### src/rtl/cpu4_alu_dec.sv
// ============================================================================
// Module  : cpu4_alu_dec
// Purpose : Decodes the cpu4 instruction, drives the ALU from a main/skid
//           operand buffer and hands alu_y/alu_zero to the next stage.
//           Optional macro CPU4_ALU_DEC_ILLEGAL_TRAP_EN: illegal ops are
//           presented with out_illegal = 1 instead of being dropped.
// Revision: 1.0 - initial release
// ============================================================================
`default_nettype none

module cpu4_alu_dec #(
  parameter int DW   = 32,
  parameter int SKID = 1
) (
  input  logic          clk,
  input  logic          resetn,
  input  logic          in_valid,
  output logic          in_ready,
  input  logic [31:0]   in_instr,
  input  logic [DW-1:0] in_rs_val,
  input  logic [DW-1:0] in_rt_val,
  output logic [DW-1:0] alu_a,
  output logic [DW-1:0] alu_b,
  output logic [2:0]    alu_control,
  input  logic [DW-1:0] alu_y,
  input  logic          alu_zero,
  output logic          out_valid,
  input  logic          out_ready,
  output logic [DW-1:0] out_result,
  output logic          out_branch_taken,
  output logic          out_illegal
);

  // Entry layout: {a, b, control, is_beq}
  localparam int c_EW = 2*DW + 4;

  localparam logic [2:0] c_CTL_NONE = 3'b000;
  localparam logic [2:0] c_CTL_ADD  = 3'b010;
  localparam logic [2:0] c_CTL_SUB  = 3'b110;

  logic [5:0]      w_op;
  logic [5:0]      w_fn;
  logic [DW-1:0]   w_imm;
  logic [DW-1:0]   w_b;
  logic [2:0]      w_ctrl;
  logic            w_beq;
  logic            w_legal;
  logic            w_accept;
  logic            w_store;
  logic            w_drain;
  logic            w_ld_main_new;
  logic            w_ld_main_skid;
  logic            w_ld_skid;
  logic [c_EW-1:0] w_new;
  logic            w_unused_instr;

  logic            r_main_v;
  logic            r_skid_v;
  logic [c_EW-1:0] r_main;
  logic [c_EW-1:0] r_skid;

  assign w_op           = in_instr[31:26];
  assign w_fn           = in_instr[5:0];
  assign w_imm          = {{(DW-16){in_instr[15]}}, in_instr[15:0]};
  assign w_unused_instr = ^in_instr[25:16];

  always_comb begin
    w_ctrl  = c_CTL_NONE;
    w_b     = w_imm;
    w_beq   = 1'b0;
    w_legal = 1'b0;
    case (w_op)
      6'b000000: begin
        if (w_fn == 6'b100000) begin
          w_ctrl  = c_CTL_ADD;
          w_b     = in_rt_val;
          w_legal = 1'b1;
        end else if (w_fn == 6'b100010) begin
          w_ctrl  = c_CTL_SUB;
          w_b     = in_rt_val;
          w_legal = 1'b1;
        end
      end
      6'b100011, 6'b101011, 6'b001000: begin
        w_ctrl  = c_CTL_ADD;
        w_legal = 1'b1;
      end
      6'b000100: begin
        w_ctrl  = c_CTL_SUB;
        w_b     = in_rt_val;
        w_beq   = 1'b1;
        w_legal = 1'b1;
      end
      default: ;
    endcase
  end

  assign w_new    = {in_rs_val, w_b, w_ctrl, w_beq};
  assign w_accept = in_valid & in_ready;
  assign w_drain  = r_main_v & out_ready;

`ifdef CPU4_ALU_DEC_ILLEGAL_TRAP_EN
  logic r_main_ill;
  logic r_skid_ill;

  assign w_store     = w_accept;
  assign out_illegal = r_main_v & r_main_ill;
`else
  assign w_store     = w_accept & w_legal;
  assign out_illegal = 1'b0;
`endif

  // Skid only ever fills while main is held; it always empties into main.
  assign w_ld_main_skid = w_drain & r_skid_v;
  assign w_ld_main_new  = w_store & (~r_main_v | w_drain);
  assign w_ld_skid      = w_store & r_main_v & ~w_drain;

  always_ff @(posedge clk or negedge resetn) begin
    if (!resetn) begin
      r_main_v <= 1'b0;
      r_skid_v <= 1'b0;
      r_main   <= '0;
      r_skid   <= '0;
    end else begin
      if (w_ld_main_skid) begin
        r_main <= r_skid;
      end else if (w_ld_main_new) begin
        r_main <= w_new;
      end
      if (w_ld_skid) begin
        r_skid <= w_new;
      end
      if (w_ld_main_skid | w_ld_main_new) begin
        r_main_v <= 1'b1;
      end else if (w_drain) begin
        r_main_v <= 1'b0;
      end
      if (w_ld_skid) begin
        r_skid_v <= 1'b1;
      end else if (w_ld_main_skid) begin
        r_skid_v <= 1'b0;
      end
    end
  end

`ifdef CPU4_ALU_DEC_ILLEGAL_TRAP_EN
  always_ff @(posedge clk or negedge resetn) begin
    if (!resetn) begin
      r_main_ill <= 1'b0;
      r_skid_ill <= 1'b0;
    end else begin
      if (w_ld_main_skid) begin
        r_main_ill <= r_skid_ill;
      end else if (w_ld_main_new) begin
        r_main_ill <= ~w_legal;
      end
      if (w_ld_skid) begin
        r_skid_ill <= ~w_legal;
      end
    end
  end
`endif

  generate
    if (SKID != 0) begin : g_skid
      assign in_ready = ~r_skid_v;
    end else begin : g_noskid
      assign in_ready = ~r_main_v | out_ready;
    end
  endgenerate

  assign alu_a            = r_main[c_EW-1 -: DW];
  assign alu_b            = r_main[DW+3 : 4];
  assign alu_control      = r_main_v ? r_main[3:1] : c_CTL_NONE;
  assign out_valid        = r_main_v;
  assign out_result       = alu_y;
  assign out_branch_taken = r_main_v & r_main[0] & alu_zero;

endmodule

`default_nettype wire

### config.mk
export PLATFORM = sky130hd
export DESIGN_NAME = cpu4_alu_dec
export DESIGN_NICKNAME = d
export VERILOG_FILES = /design/src/rtl/cpu4_alu_dec.sv
export SDC_FILE = /design/constraint.sdc
export NUM_CORES = 1
export LEC_CHECK = 0
export CELL_PAD_IN_SITES_DETAIL_PLACEMENT = 1
export CELL_PAD_IN_SITES_GLOBAL_PLACEMENT = 1
export CORE_ASPECT_RATIO = 1.75
export CORE_MARGIN = 2
export CORE_UTILIZATION = 37
export CTS_CLUSTER_SIZE = 28
export DETAILED_ROUTE_END_ITERATION = 8
export PLACE_DENSITY_LB_ADDON = 0.1
export SYNTH_ARGS = -nofsm -noshare
export SYNTH_HDL_FRONTEND = slang
export SYNTH_SLANG_ARGS = --single-unit
### constraint.sdc
create_clock -name clk -period 2.76 [get_ports clk]
set_input_delay 0.552 -clock clk [delete_from_list [all_inputs] [get_ports clk]]
set_output_delay 0.552 -clock clk [all_outputs]
set_load 0.005 [all_outputs]
==> out/metrics.csv <==
stage;metric;value;unit
global_routing;grt_first_pass_wirelength;27500;um
timing;tns;0;ns
clocking;clkSlewWorstSetupHoldPaths;0.06;ns
synth;synth_edf_count;0;
synth;ys_ff_latch;136;
route;ant_nets;0;
route;wl;16900;um
clocking;cts_tree;built;
clocking;cts-root-buf;clkbuf_16;
clocking;cts-htree-levels;4;
route;drt_pass1_iterations;4;
floorplanning;design.die.area;19600;sq um
synth;yosysSeqAreaShare;0.500;
layout;final_common_cell;clkdlybuf4s50_1;
layout;final_cell_mix;clkdlybuf4s50_1 (158), dfrtp_1 (136), mux2i_1 (76), nand2_1 (67), o21ai_0 (40);
timing;setup_viol_count_final;0;
timing;worstMarginPinSlew;1.02;ns
floorplanning;die_x;107;um
worst_setup_path;worstSetupPathType;input pin to flop;
worst_setup_path;cp_max_fo;21;
run;cap_violations;0;
route;drt-met1-wl;6800;um
synth;synth_area;6810;sq um
route;highest_layer;met4;
floorplanning;row_count;65;
place;dp.final_hpwl;11700;um
timing;skew;0.00715;ns
place;place.port_buffers;159;
layout;insertedDiodeCount;0;
place;routabilityCongestion;0.735;
layout;drive_gt1_frac;0.0788;
worst_setup_path;path_cells;clkdlybuf4s50_1 > nor4b_4 > a21o_1 > a21boi_2 > a21oi_1 > o211ai_1;
synth;syn_inst;637;
place;pre_cts_ws;0.0561;ns
worst_setup_path;crit_slowest_cell;a21boi_2;
route;drt-initial-drc-count;139;
clocking;ctsLongestPathBuffers;2;
pwr;p_leak;4.23;nW
floorplanning;coreArea;18100;sq um
timing;period_needed;2.27;ns
synth;synthArstFlopShare;1.00;
route;vias;4724;
clocking;clk_latency;0.42;ns
timing;fmax;440;MHz
timing;timing.slew.headroom;0.313;
global_routing;antenna_found_initial;0;
route;route.met3.wl;1050;um
worst_setup_path;start_kind;input pin;
timing;drv_slew;0;
route;vias_per_cell;5.00;
global_routing;overflow;0;
run_status;status;complete, no violations;
min_path;hold_path.class;input pin to async pin;
synth;yosys_warnings;0;
clocking;cts_resized;0;
global_routing;track_usage;0.183;
pwr;vdd_ir_drop_max;394;uV
timing;worst_slack;0.489;ns
worst_setup_path;slowest_delay;0.81;ns
worst_setup_path;required;3.09;ns
global_routing;grt_pass1_vias;5322;
synth;ys_types;36;
global_routing;grt_max_degree;61;
synth;postSynthAreaPerCell;10.7;sq um
worst_setup_path;cp_num_buf_inv;1;
worst_setup_path;cp.arrival;2.60;ns
synth;synth_flop_cell;dfrtp_1;
pwr;power_density;728;nW/um^2
worst_setup_path;cp_top_family;compound AO/OA/AOI/OAI gates;
timing;fin_crit_sh;0.823;
layout;syn_to_final_growth;27.3;%
clocking;cts_buffers;17;
route;wl_met2;8860;um
layout;nNetsFinal;831;
timing;hold_viol;0;
route;drc_errors;0;
floorplanning;initial_core_util;0.377;
floorplanning;fp.dieH;183;um
worst_setup_path;cp-end-kind;flop;
layout;nFillCells;1938;
clocking;cts-hold-fix-buffers;0;
clocking;post_cts_buffers;0;
floorplanning;io_pins;236;
clocking;clock_sinks;136;
timing;rsz0062_at_grt;no;
route;wl_per_cell;17.9;um
per-layer routing:
layer  vias to the layer above  track usage
met3                        14       0.0596
li1                       2210            -
met2                       158        0.331
met1                      2342        0.202
met5                         -            0
met4                         0       0.0551
through the flow:
stage	area, sq um	utilization	instances	power [mW]	hold WS [ns]
after floorplan	6810	-	638	3.25	0.256
after global placement	7990	0.442	913	3.68	0.451
after detailed placement	7990	0.442	913	3.74	0.453
after CTS	8670	0.480	945	6.42	0.111
after global routing	8670	0.480	945	6.61	0.133
final	8670	0.480	945	6.31	0.0976
state kept, by name (all words and copies together) (netlist names):
register,cells
r_skid_v,1
r_main,67
out_valid,1
r_skid,67
final timing paths:
kind,start,end,slack (ns),depth (start not counted)
min reg2reg,r_skid[2],r_skid[2],0.47,1
max in group asynchronous,resetn,r_main[7],1.95,2
min,resetn,r_main[24],0.1,1
max,in_instr[2],r_main[21],0.49,6
min in group clk,r_skid[2],r_skid[2],0.47,1
max reg2reg,out_valid,r_main[8],0.98,6
where the power goes:
group	leakage, nW	total, mW	internal (mW)	switching (mW)
sequential	1.65	2.49	2.31	0.185
combinational	2.25	1.19	0.770	0.417
clock	0.331	2.64	1.73	0.907
total	4.23	6.31	4.80	1.51
layout make-up:
cell class | instances | area, sq um | area share
inverters | 30 | 113 | 0.0130
clock inverters | 14 | 245 | 0.0283
multi-input cells | 338 | 2400 | 0.277
repair buffers | 175 | 1780 | 0.205
clock buffers | 18 | 439 | 0.0506
well taps | 234 | 293 | 0.0338
flip-flops and latches | 136 | 3400 | 0.392
synth_stat cells, types with 11 or more instances:
master    number  area [sq um]
clkbuf_1      16          60.1
buf_4        103           773
a21oi_1       18          90.1
inv_1         30           113
buf_2         13          65.1
mux2i_1       76           761
dfrtp_1      136          3400
nor2_1        11          41.3
mux2_1        38           428
nand3_1       26           130
o21ai_0       40           200
o211ai_1      24           180
nand2_1       67           251
cell families (layout without fill, tap and decap cells):
group,after synthesis,in the layout,share of synthesized area
AO/OA/AOI/OAI,102,102,0.0930
other,1,2,0.000551
buffers and inverters,164,237,0.152
multiplexers,114,114,0.175
AND/OR/NAND/NOR,120,120,0.0805
flip-flops,136,136,0.500
(Power assumes the default switching activity.)
